File: src/rtl/logisim_clock_pkg.sv
// rtl/logisim_clock_pkg.sv - state encoding and phase width helper for the tick step controller
package logisim_clock_pkg;

  typedef enum logic [1:0] {
    ST_HALT  = 2'd0,
    ST_RUN   = 2'd1,
    ST_STEP  = 2'd2,
    ST_DRAIN = 2'd3
  } clk_state_e;

  // Phase width is max(1, clog2(TicksPerCycle)) so TicksPerCycle==1 still has a 1-bit register.
  function automatic int phase_w(input int ticks_per_cycle);
    int w;
    w = $clog2(ticks_per_cycle);
    return (w < 1) ? 1 : w;
  endfunction

endpackage

File: src/rtl/tick_phase_counter.sv
// rtl/tick_phase_counter.sv - tick phase within a clock cycle, wrap and cycle_done
module tick_phase_counter
  import logisim_clock_pkg::*;
#(
  parameter int TicksPerCycle = 2,
  parameter int PhaseW        = phase_w(TicksPerCycle)
) (
  input  logic clk_i,
  input  logic rst_i,
  input  logic tick_i,
  output logic cycle_done_o,
  output logic next_phase_zero_o
);

  localparam logic [PhaseW-1:0] LAST_PHASE = PhaseW'(TicksPerCycle - 1);

  logic [PhaseW-1:0] phase_q;
  logic [PhaseW-1:0] phase_d;

  always_comb begin
    cycle_done_o = tick_i && (phase_q == LAST_PHASE);
    phase_d      = phase_q;
    if (cycle_done_o) begin
      phase_d = '0;
    end else if (tick_i) begin
      phase_d = phase_q + 1'b1;
    end
    next_phase_zero_o = (phase_d == '0);
  end

  always_ff @(posedge clk_i) begin
    if (rst_i) begin
      phase_q <= '0;
    end else begin
      phase_q <= phase_d;
    end
  end

endmodule

File: src/rtl/logisim_tick_step_controller.sv
// rtl/logisim_tick_step_controller.sv - run/halt/step gate for FPGATick; BREAKPOINT_EN adds a cycle breakpoint
module logisim_tick_step_controller
  import logisim_clock_pkg::*;
#(
  parameter int TicksPerCycle  = 2,
  parameter int NrOfStepBits   = 16,
  parameter int CycleCountBits = 32
) (
  input  logic                      GlobalClock,
  input  logic                      Reset,
  input  logic                      FPGATick,
  input  logic                      RunReq,
  input  logic                      HaltReq,
  input  logic                      StepReq,
  input  logic [NrOfStepBits-1:0]   StepCount,
  input  logic [CycleCountBits-1:0] BreakCycle,
  output logic                      ClockTick,
  output logic                      Running,
  output logic                      StepBusy,
  output logic                      BreakHit,
  output logic [CycleCountBits-1:0] CycleCount
);

  clk_state_e                state_q, state_d;
  logic [NrOfStepBits-1:0]   rem_q, rem_d;
  logic [CycleCountBits-1:0] cnt_q;
  logic                      bh_q, bh_d;
  logic                      cycle_done;
  logic                      next_phase_zero;
  logic                      bp_hit;
  logic                      req_acted;

  assign ClockTick  = FPGATick && (state_q != ST_HALT);
  assign Running    = (state_q != ST_HALT);
  assign StepBusy   = (state_q == ST_STEP);
  assign BreakHit   = bh_q;
  assign CycleCount = cnt_q;

  tick_phase_counter #(
    .TicksPerCycle(TicksPerCycle)
  ) u_phase (
    .clk_i            (GlobalClock),
    .rst_i            (Reset),
    .tick_i           (ClockTick),
    .cycle_done_o     (cycle_done),
    .next_phase_zero_o(next_phase_zero)
  );

`ifdef BREAKPOINT_EN
  assign bp_hit = cycle_done && ((cnt_q + 1'b1) == BreakCycle);
`else
  logic bp_unused;
  assign bp_unused = ^BreakCycle;
  assign bp_hit    = 1'b0;
`endif

  // Highest-priority asserted request wins even when its action is a no-op for the current state.
  always_comb begin
    state_d   = state_q;
    rem_d     = rem_q;
    bh_d      = bh_q;
    req_acted = 1'b0;
    if (HaltReq) begin
      req_acted = 1'b1;
      if (state_q != ST_HALT) begin
        state_d = next_phase_zero ? ST_HALT : ST_DRAIN;
      end
    end else if (StepReq) begin
      if ((state_q == ST_HALT) && (StepCount != '0)) begin
        state_d   = ST_STEP;
        rem_d     = StepCount;
        bh_d      = 1'b0;
        req_acted = 1'b1;
      end
    end else if (RunReq && (state_q != ST_RUN)) begin
      state_d   = ST_RUN;
      rem_d     = '0;
      bh_d      = 1'b0;
      req_acted = 1'b1;
    end

    if (!req_acted && cycle_done) begin
      case (state_q)
        ST_STEP: begin
          rem_d = rem_q - 1'b1;
          if (rem_q == NrOfStepBits'(1)) begin
            state_d = ST_HALT;
          end
        end
        ST_DRAIN: state_d = ST_HALT;
        ST_RUN: begin
          if (bp_hit) begin
            state_d = ST_HALT;
            bh_d    = 1'b1;
          end
        end
        default: ;
      endcase
    end
  end

  always_ff @(posedge GlobalClock) begin
    if (Reset) begin
      state_q <= ST_HALT;
      rem_q   <= '0;
      cnt_q   <= '0;
      bh_q    <= 1'b0;
    end else begin
      state_q <= state_d;
      rem_q   <= rem_d;
      bh_q    <= bh_d;
      if (cycle_done) begin
        cnt_q <= cnt_q + 1'b1;
      end
    end
  end

endmodule

File: config.mk
export PLATFORM = sky130hd
export DESIGN_NAME = logisim_tick_step_controller
export DESIGN_NICKNAME = d
export VERILOG_FILES = /design/src/rtl/logisim_clock_pkg.sv /design/src/rtl/tick_phase_counter.sv /design/src/rtl/logisim_tick_step_controller.sv
export SDC_FILE = /design/constraint.sdc
export NUM_CORES = 1
export LEC_CHECK = 0
export CELL_PAD_IN_SITES_DETAIL_PLACEMENT = 2
export CELL_PAD_IN_SITES_GLOBAL_PLACEMENT = 2
export CORE_MARGIN = 3
export CORE_UTILIZATION = 32
export CTS_CLUSTER_SIZE = 24
export DETAILED_ROUTE_END_ITERATION = 8
export DONT_BUFFER_PORTS = 1
export GPL_ROUTABILITY_DRIVEN = 0
export PLACE_DENSITY_LB_ADDON = 0.1
export SLEW_MARGIN = 30
export SYNTH_ARGS = -nofsm -noshare
export SYNTH_HDL_FRONTEND = slang
export SYNTH_SLANG_ARGS = --single-unit
File: constraint.sdc
create_clock -name GlobalClock -period 2.1 [get_ports GlobalClock]
set_input_delay 0.42 -clock GlobalClock [delete_from_list [all_inputs] [get_ports GlobalClock]]
set_output_delay 0.42 -clock GlobalClock [all_outputs]
set_load 0.02 [all_outputs]
==> results.txt <==
----------------------------------------------------
[Synth]
  Post-Syn Nets ... 391
  Top cell type by total area after synthesis ... sky130_fd_sc_hd__dfxtp_1
  Leading cell types by total area after synthesis ... sky130_fd_sc_hd__dfxtp_1 (37%), sky130_fd_sc_hd__xnor2_1 (6.6%), sky130_fd_sc_hd__nor2_1 (6.4%), sky130_fd_sc_hd__xor2_1 (3.8%), sky130_fd_sc_hd__nor4_1 (3.2%)
  Post-synthesis cell area ... ~0.0028 mm^2
  Post-Synthesis Cells ... 333
  Area share of the largest cell type after synthesis ... about 37%
  Share of the yosys chip area belonging to registers ... between 30% and 40%
  #FFs+latches synth ... 51
  Distinct cells, synth ... 59
  Most frequently used flop master after synthesis ... sky130_fd_sc_hd__dfxtp_1
  Number of synthesized flops with an enable pin ... 0
  Fraction of registers with async set or reset after synthesis ... 0%
  Yosys warnings ... 0
  Average footprint of a synthesized cell ... around 8.3 um^2

[Drt]
  Count of nets left with antenna violations after detail routing ... 0
  Via count ... roughly 2600
  DRC violation count after routing ... 0
  Total iterations of the first detailed-routing run ... 4
  DR iter-0 viols ... between 50 and 60
  WL per Instance ... between 15 and 20 um
  Vias per cell ... roughly 5.5
  Total routed wirelength ... roughly 8800 um

[Timing]
  Max transition margin ... roughly three fifths
  Part of the cycle the worst path needs ... around 93%
  Clock Skews ... 0.007268 ns
  Period minus WS final ... just under 2 ns
  Max-slew violation count ... 0
  Unrepaired setup endpoints after global routing ... false
  Actual transition at the worst max-transition pin ... approximately 0.58 ns
  Worst path setup slack after routing ... approximately 0.15 ns
  Final number of setup-violating endpoints ... 0
  Highest Clock Rate ... roughly 500 MHz
  Final Hold Vio Count ... 0

[Clock network]
  Clock transition at the registers of the reported paths ... 0.10 ns
  Cell at the root of the clock tree ... sky130_fd_sc_hd__clkbuf_8
  Clock latency of the later-clocked register in the worst-skew pair ... roughly 0.3 ns
  Inserted Clock Buffers ... 5
  Clock Tree Buf Depth ... 2
  Maximum level of the CTS H-tree ... 2
  Number of setup buffers added after CTS ... 0
  CTS tree ... built
  Number of clock sinks ... just over 50

[Global route]
  Number of antenna violations at the first check in global routing ... 0
  Pin count of the biggest net entering global routing ... 45
  GRT Util Overall ... 18.00%
  Via count of the first global-routing pass ... 2794
  Total gr overflow ... 0
  First-pass GRT wire length ... 14430 um

[Critical path]
  Critical path type ... reg2reg
  Capturing element type of the critical path ... flop
  Max Fanout on Critical Path ... 7
  CP arrival ... between 2 and 2.5 ns
  Critical path startpoint category ... flop
  Critical path required time ... 2.30 ns
  R2R depth ... 5

[Pwr]
  Maximum resistive drop on vdd ... ~0.00038 V
  Total power density per cell area ... ~560 mW/mm^2
  Total power ... about 1.9 mW
  Leakage power ... around 1.3 nW

[Floorplanning]
  Horizontal die dimension ... 99.09 um
  Top Ports ... 90
  Chip Height ... 99.09 um
  Overall die area ... between 0.009 and 0.01 mm^2
  Area of the core ... a little over 0.008 mm^2
  Std-Cell Rows ... 33
  Initial core utilization ... 33.41%

[Job]
  Number of violations of the max-capacitance limit ... 0

[Cells and area]
  Diodes inserted ... 0
  Synthesis-to-layout area growth ... 20.80%
  Final net count ... 428
  Number of standard cells in the layout, taps in and fillers out ... ~480
  Fraction of layout cells with a size suffix above 1 ... 21.02%

[Place]
  Post-Place Worst Slack ... between 0.03 and 0.04 ns
  Detail Placement HPWL ... 6749 um
  Post-Place Cells ... about 470
  Count of port buffers added during placement ... 0

[Hold path]
  Class of the tightest hold or removal check ... in2reg
  Instance count along the most critical hold path ... 1

[Outcome]
  Status ... complete, no violations

----------------------------------------------------
## repair_timing
item / in CTS / in global routing
endpoints found under the hold margin: 0 / 0
endpoints found under the setup margin: 0 / 15
hold buffers: 0 / 0
resized for setup: 0 / 12
## sequential cells by signal, summed over array words and instances, names as in the netlist
name / flops
state_q: 2
u_phase.phase_q: 1
rem_q: 16
CycleCount: 32
## routing by layer
| metal | routed length, um | vias up | track usage [%] |
|---|---|---|---|
| li1 | - | 1266 | - |
| met5 | 0 | - | 0 |
| met2 | 4113 | 37 | 29.13 |
| met1 | 4239 | 1313 | 24.92 |
| met3 | 372 | 2 | 4.034 |
| met4 | 36 | 0 | 2.941 |
## power by group
group	total [mW]	switching, mW	internal [mW]
Sequential	1.01	0.0264	0.988
Clock	0.584	0.350	0.235
Combinational	0.289	0.160	0.129
Total	1.89	0.536	1.35
## cell families after synthesis
| family | share of synthesized area [%] |
|---|---|
| buf+inv | 3.746 |
| flops | 36.82 |
| mux | 1.083 |
| other cells | 0.1352 |
| fa+ha+maj | 1.805 |
| compound gates | 12.95 |
| simple gates | 33.03 |
| xor+xnor | 10.42 |
## critical path, cell delays in order (launching register included)
cell and delay, ns:
sky130_fd_sc_hd__dfxtp_1 0.50, sky130_fd_sc_hd__and4_1 0.38, sky130_fd_sc_hd__nand4_2 0.29, sky130_fd_sc_hd__nor4b_1 0.46, sky130_fd_sc_hd__xnor2_1 0.17, sky130_fd_sc_hd__nor2_1 0.05
## layout make-up
cell class / instances / area [um^2]
clock buffer: 6 / 72.57
clock inverter: 2 / 12.51
fill: 956 / 4950
inverter: 10 / 37.54
multi-input combinational: 258 / 1742
sequential: 51 / 1023
tap: 105 / 131.4
timing repair buffer: 44 / 330.3
## cells in the final DEF, fill, tap and decap left out, types with 7 or more instances in the layout
cell type,Yosys,final
sky130_fd_sc_hd__nor3_1,15,14
sky130_fd_sc_hd__nand3_1,17,16
sky130_fd_sc_hd__inv_1,10,10
sky130_fd_sc_hd__nor4_1,14,9
sky130_fd_sc_hd__dfxtp_1,51,49
sky130_fd_sc_hd__nand2_1,20,20
sky130_fd_sc_hd__o21ai_0,9,9
sky130_fd_sc_hd__nor2_1,47,44
sky130_fd_sc_hd__a21oi_1,7,7
sky130_fd_sc_hd__xnor2_1,21,21
sky130_fd_sc_hd__buf_4,2,44
sky130_fd_sc_hd__and3_1,12,11
sky130_fd_sc_hd__xor2_1,12,12
## Yosys cell counts (2+ instances only)
cell / n
sky130_fd_sc_hd__nor4_1: 14
sky130_fd_sc_hd__o22ai_1: 4
sky130_fd_sc_hd__nand2b_1: 2
sky130_fd_sc_hd__and3_1: 12
sky130_fd_sc_hd__or3_1: 4
sky130_fd_sc_hd__a31oi_1: 3
sky130_fd_sc_hd__xnor2_1: 21
sky130_fd_sc_hd__nor2b_1: 6
sky130_fd_sc_hd__o21ai_0: 9
sky130_fd_sc_hd__a221oi_1: 2
sky130_fd_sc_hd__mux2i_1: 3
sky130_fd_sc_hd__xor2_1: 12
sky130_fd_sc_hd__dfxtp_1: 51
sky130_fd_sc_hd__nand2_1: 20
sky130_fd_sc_hd__a211o_1: 3
sky130_fd_sc_hd__ha_1: 4
sky130_fd_sc_hd__buf_2: 5
sky130_fd_sc_hd__and4_1: 4
sky130_fd_sc_hd__and2_1: 4
sky130_fd_sc_hd__nor3_1: 15
sky130_fd_sc_hd__nand4_1: 5
sky130_fd_sc_hd__nor4b_1: 2
sky130_fd_sc_hd__nand3_1: 17
sky130_fd_sc_hd__a21oi_1: 7
sky130_fd_sc_hd__a21o_1: 2
sky130_fd_sc_hd__a211oi_1: 3
sky130_fd_sc_hd__nor2_1: 47
sky130_fd_sc_hd__inv_1: 10
sky130_fd_sc_hd__or2_2: 2
sky130_fd_sc_hd__buf_4: 2
sky130_fd_sc_hd__a221o_1: 4
sky130_fd_sc_hd__clkbuf_1: 7
## through the flow
stage               utilization, %  hold slack [ns]  setup TNS, ns  cell area, um^2
global placement             38.64           0.4719              0             3207
finish                       40.36           0.1704              0             3349
floorplan                        -           0.4492       -0.02716             2823
global route                 40.36           0.1517              0             3349
CTS                          39.67           0.1646              0             3292
detailed placement           38.64           0.4821              0             3207
## final timing paths
kind,end,slack (ns),startpoint
worst max-delay path,CycleCount[30],0.15,CycleCount[12]
worst min-delay path,rem_q[5],0.17,Reset
worst max register to register,CycleCount[30],0.15,CycleCount[12]
worst min register to register,rem_q[12],0.50,rem_q[12]
(Power assumes the default switching activity.)
